### config.mk
export PLATFORM = sky130hd
export DESIGN_NAME = muldiv_unit
export DESIGN_NICKNAME = d
export VERILOG_FILES = /design/src/rtl/muldiv_unit.sv
export SDC_FILE = /design/constraint.sdc
export NUM_CORES = 1
export LEC_CHECK = 0
export CORE_MARGIN = 2
export CORE_UTILIZATION = 63
export CTS_CLUSTER_SIZE = 14
export DETAILED_ROUTE_END_ITERATION = 8
export MAX_ROUTING_LAYER = met4
export PLACE_DENSITY = 0.95
export SETUP_SLACK_MARGIN = 0.2
export SKIP_CTS_REPAIR_TIMING = 1
export SLEW_MARGIN = 20
export SYNTH_ARGS = -nofsm -noshare
export SYNTH_HDL_FRONTEND = slang
export SYNTH_SLANG_ARGS = --single-unit
### constraint.sdc
create_clock -name clk -period 6 [get_ports clk]
set_input_delay 0.6 -clock clk [delete_from_list [all_inputs] [get_ports clk]]
set_output_delay 0.6 -clock clk [all_outputs]
set_load 0.05 [all_outputs]
### src/rtl/muldiv_unit.sv
// muldiv_unit: iterative 32x32 multiply / 32/32 divide unit with HI/LO registers.
// One iteration per cycle for 32 cycles (CALC), then a single sign-fix cycle
// (SIGN) that writes HI/LO and raises a registered one-cycle done pulse.
// Datapath works on magnitudes; signed ops are corrected in SIGN.
//
// Handshake: start is only looked at while busy=0; a start seen at an edge in
// IDLE launches the operation and busy rises for the next 33 cycles. Any start,
// mthi or mtlo presented while busy=1 is dropped, never queued.
module muldiv_unit (
  input  logic        clk,
  input  logic        reset,
  input  logic        start,
  input  logic [1:0]  op,
  input  logic [31:0] srca,
  input  logic [31:0] srcb,
  input  logic        mthi,
  input  logic        mtlo,
  input  logic [31:0] wd,
  output logic        busy,
  output logic        done,
  output logic [31:0] hi,
  output logic [31:0] lo
);

  typedef enum logic [1:0] {
    S_IDLE = 2'd0,
    S_CALC = 2'd1,
    S_SIGN = 2'd2
  } state_e;

  // Control state
  state_e      state_q;
  logic [4:0]  cnt_q;
  logic        busy_q;
  logic        done_q;

  // Latched operation description
  logic        div_q;       // 1: divide, 0: multiply
  logic        sign_a_q;    // operand A negative (signed ops only)
  logic        sign_b_q;    // operand B negative (signed ops only)
  logic        divzero_q;   // divide with zero divisor
  logic [31:0] mag_a_q;     // multiplicand magnitude
  logic [31:0] mag_b_q;     // divisor magnitude

  // Working registers: acc_q is the 64-bit product accumulator for multiply;
  // for divide its low half shifts the dividend out and the quotient in.
  logic [63:0] acc_q;
  logic [31:0] rem_q;

  // Architectural result registers
  logic [31:0] hi_q;
  logic [31:0] lo_q;

  // Launch-time operand conditioning
  logic        in_signed;
  logic        in_div;
  logic        a_neg;
  logic        b_neg;
  logic [31:0] abs_a;
  logic [31:0] abs_b;

  // Iteration next values
  logic [32:0] mul_sum;
  logic [32:0] div_part;
  logic [32:0] div_trial;
  logic [63:0] acc_d;
  logic [31:0] rem_d;

  // Sign-correction results
  logic        neg_res;
  logic [63:0] prod_fix;
  logic [31:0] quot_fix;
  logic [31:0] rem_fix;
  logic [31:0] res_hi_d;
  logic [31:0] res_lo_d;

  // Operand sign/magnitude extraction for the launching edge.
  always_comb begin
    in_signed = ~op[0];
    in_div    = op[1];
    a_neg     = in_signed & srca[31];
    b_neg     = in_signed & srcb[31];
    abs_a     = a_neg ? (~srca + 32'd1) : srca;
    abs_b     = b_neg ? (~srcb + 32'd1) : srcb;
  end

  // One shift-add or one restoring-divide step, chosen by the latched op.
  always_comb begin
    mul_sum   = {1'b0, acc_q[63:32]} + (acc_q[0] ? {1'b0, mag_a_q} : 33'd0);
    div_part  = {rem_q, acc_q[31]};
    div_trial = div_part - {1'b0, mag_b_q};
    acc_d     = acc_q;
    rem_d     = rem_q;
    if (div_q) begin
      if (div_trial[32]) begin
        // Trial went negative: keep the shifted remainder, quotient bit 0.
        rem_d = div_part[31:0];
        acc_d = {32'd0, acc_q[30:0], 1'b0};
      end else begin
        rem_d = div_trial[31:0];
        acc_d = {32'd0, acc_q[30:0], 1'b1};
      end
    end else begin
      acc_d = {mul_sum, acc_q[31:1]};
    end
  end

  // Signed result fix-up. A zero divisor forces an all-ones quotient; the
  // remainder then equals |A| and the dividend-sign fix restores srca exactly.
  always_comb begin
    neg_res  = sign_a_q ^ sign_b_q;
    prod_fix = neg_res ? (~acc_q + 64'd1) : acc_q;
    if (divzero_q) begin
      quot_fix = 32'hFFFF_FFFF;
    end else if (neg_res) begin
      quot_fix = ~acc_q[31:0] + 32'd1;
    end else begin
      quot_fix = acc_q[31:0];
    end
    rem_fix  = sign_a_q ? (~rem_q + 32'd1) : rem_q;
    res_hi_d = div_q ? rem_fix  : prod_fix[63:32];
    res_lo_d = div_q ? quot_fix : prod_fix[31:0];
  end

  // Control FSM with registered busy/done and HI/LO updates.
  always_ff @(posedge clk) begin
    if (reset) begin
      state_q   <= S_IDLE;
      cnt_q     <= 5'd0;
      busy_q    <= 1'b0;
      done_q    <= 1'b0;
      div_q     <= 1'b0;
      sign_a_q  <= 1'b0;
      sign_b_q  <= 1'b0;
      divzero_q <= 1'b0;
      mag_a_q   <= 32'd0;
      mag_b_q   <= 32'd0;
      acc_q     <= 64'd0;
      rem_q     <= 32'd0;
      hi_q      <= 32'd0;
      lo_q      <= 32'd0;
    end else begin
      done_q <= 1'b0;
      case (state_q)
        S_IDLE: begin
          if (start) begin
            // Start wins over a simultaneous move.
            div_q     <= in_div;
            sign_a_q  <= a_neg;
            sign_b_q  <= b_neg;
            divzero_q <= in_div & (srcb == 32'd0);
            mag_a_q   <= abs_a;
            mag_b_q   <= abs_b;
            acc_q     <= in_div ? {32'd0, abs_a} : {32'd0, abs_b};
            rem_q     <= 32'd0;
            cnt_q     <= 5'd0;
            busy_q    <= 1'b1;
            state_q   <= S_CALC;
          end else begin
            if (mthi) hi_q <= wd;
            if (mtlo) lo_q <= wd;
          end
        end
        S_CALC: begin
          acc_q <= acc_d;
          rem_q <= rem_d;
          cnt_q <= cnt_q + 5'd1;
          if (cnt_q == 5'd31) begin
            state_q <= S_SIGN;
          end
        end
        S_SIGN: begin
          hi_q    <= res_hi_d;
          lo_q    <= res_lo_d;
          done_q  <= 1'b1;
          busy_q  <= 1'b0;
          state_q <= S_IDLE;
        end
        default: begin
          busy_q  <= 1'b0;
          state_q <= S_IDLE;
        end
      endcase
    end
  end

  assign busy = busy_q;
  assign done = done_q;
  assign hi   = hi_q;
  assign lo   = lo_q;

endmodule

# Word level (Yosys, flattened, before mapping)
# Cells that the tools add are included.
[word_totals]
output_inout_bits = 66
input_bits = 103
regBits = 237
wordCells = 85
[op_classes]
reduce_logical = 11
n_mux = 32
eq_ne = 9
n_addsub = 8
bitwise = 11
[op_table]
columns = ["op", "count"]
rows = [
  ["$mux W32", 16],
  ["$mux W64", 3],
  ["$pmux W32 S2", 3],
  ["$add A32 B1 Y32 const B", 4],
  ["$not A32 Y32", 4],
  ["$pmux W64 S2", 1],
  ["$add A64 B1 Y64 const B", 1],
  ["$not A64 Y64", 1],
  ["$add A32 B32 Y33", 1],
  ["$sub A33 B32 Y33", 1],
  ["$logic_not A32 Y1", 1],
  ["$ne A2 B2 Y1 const B", 6],
  ["$pmux W5 S2", 1],
  ["$reduce_and A3 Y1", 3],
  ["$reduce_and A2 Y1", 4],
  ["$add A5 B1 Y5 const B", 1],
  ["$eq A5 B5 Y1 const B", 1],
  ["$mux W5", 1],
  ["$mux W2", 2],
  ["$pmux W2 S2", 1],
  ["$reduce_bool A2 Y1", 2],
  ["$and A1 B1 Y1", 3],
  ["$mux W1", 3],
  ["$eq A2 B1 Y1 const B", 1],
  ["other kinds (5)", 6],
]

# Depth between registers and ports, before layout
# Gate-level depths: netlist of run 1.
[depth]
depth_word = 6
ltp_mapped = 14
depth_no_buf = 13

# Worst setup path before layout of run 1
# No wires, ideal clock.
[synth_path]
path_type = "reg2reg"
from = "register acc_q[31]"
to = "register rem_q[10]"
synth_period_minus_slack_ns = 3.349
stages_incl_launch_ff = 14
path_buffers = 1
t_required_ns = 5.870
t_arrival_ns = 3.219
setup_ns = 0.130
path_slack_ns = 2.651
path_cell_list = "dfxtp_1 -> inv_1 -> ha_1 -> fa_1 -> nand2b_1 -> a21oi_1 -> o21ai_1 -> a211oi_1 -> nor3b_1 -> o31ai_1 -> xor2_1 -> buf_2 -> mux2i_1 -> o21ai_0"
[synth_between]
elab_chain_len = 4
[synth_rtl]
columns = ["item", "line", "source"]
rows = [
  ["start, declared", "47", "logic [63:0] acc_q;"],
  ["start signal, assigned", "154", "acc_q <= in_div ? {32'd0, abs_a} : {32'd0, abs_b};"],
  ["$sub A33 B32 Y33", "91", "div_trial = div_part - {1'b0, mag_b_q};"],
  ["$mux W32", "95", "if (div_trial[32]) begin"],
  ["$mux W32", "94", "if (div_q) begin"],
  ["$pmux W32 S2", "144", "case (state_q)"],
  ["end signal, assigned", "166", "rem_q <= rem_d;"],
  ["end, declared", "48", "logic [31:0] rem_q;"],
]
# No other way between the ends. The select of a mux whose other input is x is not followed.
# A chain may end at the register's enable or synchronous reset.

# Worst setup path after layout of run 1
[layout_path]
from = "register acc_q[31]"
to = "register rem_q[3]"
# The elaborated chain is that of the path after synthesis.

==> results.md, run 1 <==
* Status: complete, no violations
* Synth warn at 0
* # IOs at 169
* Fmax at 239.9 MHz
* Synth Flop Type: dfxtp_1
* All-Layer GR Usage at 41.04%
* Number of diodes at 0
* Initial DRC Count at 2698
* DIE HEIGHT at approximately 170 um
* Max-slew violation count at 0
* Distinct cells, synth at 80
* Worst Tran Pin Value at 1.131 ns
* Register area share after synthesis at about 28%
* CTS tree: built
* # DRC at 0
* Data arrival time of the worst path at 4.54 ns
* Min Tclk post-route at 4.168 ns
* Synth top area cells: dfxtp_1 (28%), xor2_1 (5.7%), a21oi_1 (5.6%), ha_1 (5.2%), a211oi_1 (5.1%)
* CP required at 6.38 ns
* Avg Inst Size Synth at 7.748 um2
* Layout Cells excl Fill at between 2000 and 3000
* Area delta synth->final at 15.54%
* Slowest-stage cell, CP: o31ai_1
* Critical path class: flip-flop to flip-flop
* Final Skew at 0.02955 ns
* PortBufs at approximately 170
* Gpl congestion at 1.016
* Worst hold path type: flip-flop to flip-flop
* Worst path max stage delay at 0.56 ns
* DP Wirelength at 44460 um
* Max VDD drop at 0.2172 mV
* Drt pass-1 iters at 6
* Maxcap violations at 0
* Congestion Overflow GR at 0
* WL/cell at 22.58 um
* Syn Inst Count at 2162
* Power Density at 232.4 nW/um2
* Die area at 27910 um2
* CP Launch Type: flip-flop
* Fin util at 74.27%
* Core ar. at 26060 um2
* Via/cell ratio at around 6.8
* Largest net degree at the start of global routing at 103
* Leakage power at 7.323 nW
* Critical path capture point type: flip-flop
* Share of flip-flops with an asynchronous set or reset at 0%
* Std cell rows at 59
* Largest area contributor in the netlist: dfxtp_1
* Clock root cell: clkbuf_16
* RSZ-0062 raised after global routing: false
* Initial Util at 64.28%
* First-pass GRT wire length at about 89000 um
* Final setup viols at 0
* Worst rel slew slack at 24.39%
* Tot Pwr at 4.498 mW
* Layout cell share with drive strength beyond 1 at between 4 and 5%
* Worst-path clk slew at 0.06 ns
* Number of global-route vias before repair at roughly 16000
* Setup TNS at 0 ns
* ANT nets after route at 0
* Number of synthesized flops with an enable pin at 0
* Clk buf depth at 3
* Post-Route WL at 58230 um
* Nets at 2400
* Cell family with most CP delay: compound AO/OA/AOI/OAI gates
* Die Wd at around 170 um
* Buf/Inv on CP at 2
* Initial antenna violation count at 0
* Fin crit share at 69.47%
* Cell total after placement at 2532
* Synth top area share at around 28%
* Clock Latency Late Sink at approximately 0.56 ns
* CTS Buf Count at 26
* CP cell instances: inv_1 > ha_1 > fa_1 > nand2b_1 > a21oi_1 > o21ai_1 > a211oi_1 > nor3b_1 > o31ai_1 > xor2_4 > buf_4 > mux2i_1 > o21ai_0
* Worst Path Max Fanout at 30
* H-Tree Depth at 1
* Final hold vios at 0
* Post-synth net total at between 2000 and 2500
* Vias at 17580
* Hold WS at between 0.4 and 0.5 ns
* CTS Sinks at 237
* Post-Syn Area at ~17000 um2
* Synth Register Bits at 237
-- synthesized netlist by cell type (28+ instances only) --
master and instances:
inv_1 74, nand3_1 36, a21oi_1 188, nor2_1 197
o31ai_1 28, o221ai_1 32, o21ai_0 102, dfxtp_1 237
xor2_1 109, and2_1 40, a211oi_1 114, xnor2_1 93
nand2_1 200, ha_1 70, mux2i_1 65, nor3_1 49
clkbuf_1 127
-- per-layer routing --
metal | GRT usage (%) | vias to the layer above | part of all wire, %
li1 | - | 8041 | -
met1 | 55.07 | 8182 | 41
met2 | 59.17 | 1192 | 42
met3 | 8.555 | 161 | 12
met4 | 18.97 | 0 | 5.4
met5 | - | - | 0
-- cell families after synthesis --
| group | Yosys count | share of synthesized area [%] |
|---|---|---|
| AOI/OAI and AO/OA | 702 | 27.63 |
| DFF | 237 | 28.32 |
| adders and majority gates | 72 | 5.468 |
| buffers and inverters | 229 | 5.229 |
| muxes | 68 | 4.086 |
| xor gates and xnor gates | 202 | 10.56 |
| and+or+nand+nor | 652 | 18.70 |
-- cell usage in the layout, fill, tap and decap left out, types with 23 or more instances in the layout --
cell,n
a211oi_1,113
a21oi_1,188
a22oi_1,23
a31oi_1,24
and2_1,40
clkbuf_16,27
clkdlybuf4s50_1,167
dfxtp_1,236
ha_1,70
inv_1,74
mux2i_1,65
nand2_1,200
nand3_1,36
nor2_1,195
nor3_1,48
o211ai_1,24
o21ai_0,101
o21ai_1,23
o221ai_1,32
o31ai_1,28
xnor2_1,92
xor2_1,108
-- worst reg2reg max path, stage by stage, from the launching register on --
cell,delay (ns)
dfxtp_1,0.37
inv_1,0.12
ha_1,0.25
fa_1,0.40
nand2b_1,0.21
a21oi_1,0.21
o21ai_1,0.19
a211oi_1,0.35
nor3b_1,0.11
o31ai_1,0.56
xor2_4,0.34
buf_4,0.47
mux2i_1,0.28
o21ai_0,0.15
-- report_power, final --
part | switching (mW) | total (mW) | leakage, nW | internal [mW]
Sequential | 0.106 | 1.77 | 1.94 | 1.66
Combinational | 0.669 | 1.06 | 4.95 | 0.387
Clock | 0.686 | 1.67 | 0.429 | 0.989
-- worst paths after layout --
check,startpoint,endpoint,slack [ns],cells past startpoint
max,acc_q[31],rem_q[3],1.83,13
min,lo[24],lo[24],0.45,2
max reg2reg,acc_q[31],rem_q[3],1.83,13
min reg2reg,lo[24],lo[24],0.45,2
-- through the flow --
step / instance area [um2] / worst slack (ns)
floorplan: 16750 / 2.651
global placement: 18480 / 2.070
detailed placement: 18480 / 1.957
CTS: 19350 / 1.930
global route: 19350 / 1.574
finish: 19350 / 1.832
-- final cells by class --
type / instances / area [um2]
clock buffer: 37 / 743.2
clock inverter: 10 / 131.4
fill: 1987 / 6704
inverter: 76 / 285.3
multi-input combinational: 1696 / 11190
sequential: 237 / 4748
tap: 335 / 419.2
timing repair buffer: 188 / 1833
-- sequential cells by signal (all words and copies together), names as in the netlist --
name       count
sign_a_q       1
acc_q         64
done           1
busy           1
sign_b_q       1
cnt_q          5
mag_b_q       32
hi            32
div_q          1
rem_q         32
divzero_q      1
state_q        2
mag_a_q       32
lo            32
Note: power is estimated with default switching activity, not from simulation.
==> inputs of run 2 (changes only) <==
CORE_UTILIZATION = 53   (was 63)
PLACE_DENSITY = 0.89   (was 0.95)
clock period = 3.45 ns   (was 6 ns; I/O delays follow)
==> run 2 against run 1 <==
Compared with the run above: via count increased by 2.4%; critical path type unchanged; total power increased by 77%; sequential share of layout area fell by 1.4 points; critical endpoint is now rem_q[5].
==> results.md, run 2 (synthesis gave the netlist of run 1 again) <==
* Drt pass-1 iters at 6
* Worst Tran Pin Value at 0.8063 ns
* Layout cell share with drive strength beyond 1 at about a tenth
* CTS Sinks at 237
* Congestion Overflow GR at 0
* Worst rel slew slack at a little under half
* Cell family with most CP delay: compound AO/OA/AOI/OAI gates
* Critical path capture point type: flip-flop
* Die area at roughly 33000 um2
* Clock Latency Late Sink at 0.55 ns
* Multi-input combinational cell area at 11330 um2
* Slowest-stage cell, CP: dfxtp_4
* WL/cell at around 22 um
* Worst path max stage delay at between 0.3 and 0.4 ns
* Fmax at around 310 MHz
* Crit path depth at 15
* Initial antenna violation count at 0
* Final hold vios at 0
* Initial Util at 53.50%
* Final Skew at 0.01866 ns
* Initial DRC Count at 1994
* Status: complete, no violations
* R2r startpoint: acc_q[31]
* CTS tree: built
* Max reg flops at 64
* Number of global-route vias before repair at between 15000 and 20000
* Tot Pwr at 7.976 mW
* Worst-case reg-to-reg path depth at 15
* Vias at 18000
* All-Layer GR Usage at approximately 36%
* DP Wirelength at approximately 47000 um
* Nets at 2519
* Final setup viols at 0
* CP cell instances: inv_4 > ha_4 > fa_2 > nand2b_4 > a21oi_4 > o21ai_4 > a211oi_2 > nor3b_2 > o31ai_1 > buf_4 > xor2_4 > buf_12 > clkbuf_16 > mux2i_1 > o21ai_1
* Clk buf depth at 3
* Area delta synth->final at 22.92%
* Post-Route WL at 61210 um
* Data arrival time of the worst path at about 3.6 ns
* Layout Cells excl Fill at 2764
* Worst Path Max Fanout at 8
* Via/cell ratio at around 6.5
* Most frequent cells in the layout: dfxtp_1 (234), nand2_1 (200), nor2_1 (196)
* Std cell rows at 65
* Maxcap violations at 0
* Worst-path clk slew at 0.07 ns
* RSZ-0062 raised after global routing: true
* Crit path from: acc_q[31]
* Gpl congestion at ~1.0
* Power Density at 387.4 nW/um2
* Buf/Inv on CP at 4
* PortBufs at 168
* Critical path class: flip-flop to flip-flop
* Die Wd at 181.8 um
* # DRC at 0
* Commonest non-fill, non-tap cell in the layout: dfxtp_1
* DIE HEIGHT at 181.8 um
* FILL cells at 2557
* Max-slew violation count at 0
* Largest net degree at the start of global routing at 79
* Fin crit share at between 90 and 100%
* Max VDD drop at 0.4054 mV
* First-pass GRT wire length at between 90000 and 100000 um
* Hold path depth at 2
* # IOs at 169
* Number of diodes at 0
* Clock root cell: clkbuf_16
* Min Tclk post-route at 3.209 ns
* Leakage power at about 8 nW
* ANT nets after route at 0
* Cell total after placement at 2707
* Core ar. at 31310 um2
* Worst hold path type: primary input to flip-flop
* CP Launch Type: flip-flop
* CP required at 3.86 ns
* R2R Setup Slk at 0.24 ns
* Hold Startpoint: reset
* Setup TNS at 0 ns
* H-Tree Depth at 1
* CTS Buf Count at 26
* Reg with most FFs: acc_q
* Register area at between 4000 and 5000 um2
run 2: cell types whose count changed in the layout (fill, tap and decap cells not counted), moves of 3 or more:
cell / delta
a211oi_1: -4
a211oi_2: +4
buf_12: +5
buf_4: +110
clkbuf_1: -5
clkbuf_8: +3
ha_1: -3
o21ai_0: -11
o21ai_1: +10
run 2: path summary, 6_finish.rpt:
kind | endpoint
worst min register to register | lo[3]
worst max-delay path | rem_q[5]
worst max register to register | rem_q[5]
worst min-delay path | state_q[0]
run 2: cell type report:
type | count | share of cell area (%)
inverter | 76 | 1.398
multi-input combinational | 1696 | 55.03
sequential | 237 | 23.09
timing repair buffer | 307 | 13.75
clock inverter | 11 | 0.5773
clock buffer | 35 | 3.719
tap | 402 | 2.443
run 2: per-layer routing:
| layer | part of all wire, % | up-vias | GRT usage, % |
|---|---|---|---|
| met1 | 42 | 8450 | 49.67 |
| met4 | 4.9 | 0 | 16.36 |
| met5 | 0 | - | - |
| met3 | 11 | 143 | 5.455 |
| li1 | - | 8263 | - |
| met2 | 42 | 1148 | 52.95 |
run 2: through the flow:
stage                     cell area (um2)  setup WS [ns]  utilization (%)  hold slack, ns
after floorplan                     16760         0.2408                -          0.4317
after detailed placement            19420        0.01883            62.03          0.4461
after global routing                20590        0.07696            65.76          0.1795
final                               20590         0.2409            65.76          0.1623
after CTS                           20310       -0.05198            64.86          0.1488
after global placement              19420        0.06245            62.03          0.4398
run 2: power breakdown:
| group | leakage [nW] | switching, mW | internal, mW |
|---|---|---|---|
| clock | 0.439 | 1.19 | 1.70 |
| combinational | 5.60 | 1.26 | 0.792 |
| sequential | 1.94 | 0.142 | 2.89 |
run 2: worst register-to-register path: stages (launching register included):
cell and delay [ns]:
dfxtp_4 0.38, inv_4 0.05, ha_4 0.16, fa_2 0.36, nand2b_4 0.17, a21oi_4 0.20
o21ai_4 0.08, a211oi_2 0.32, nor3b_2 0.10, o31ai_1 0.24, buf_4 0.17, xor2_4 0.23
buf_12 0.16, clkbuf_16 0.16, mux2i_1 0.22, o21ai_1 0.07
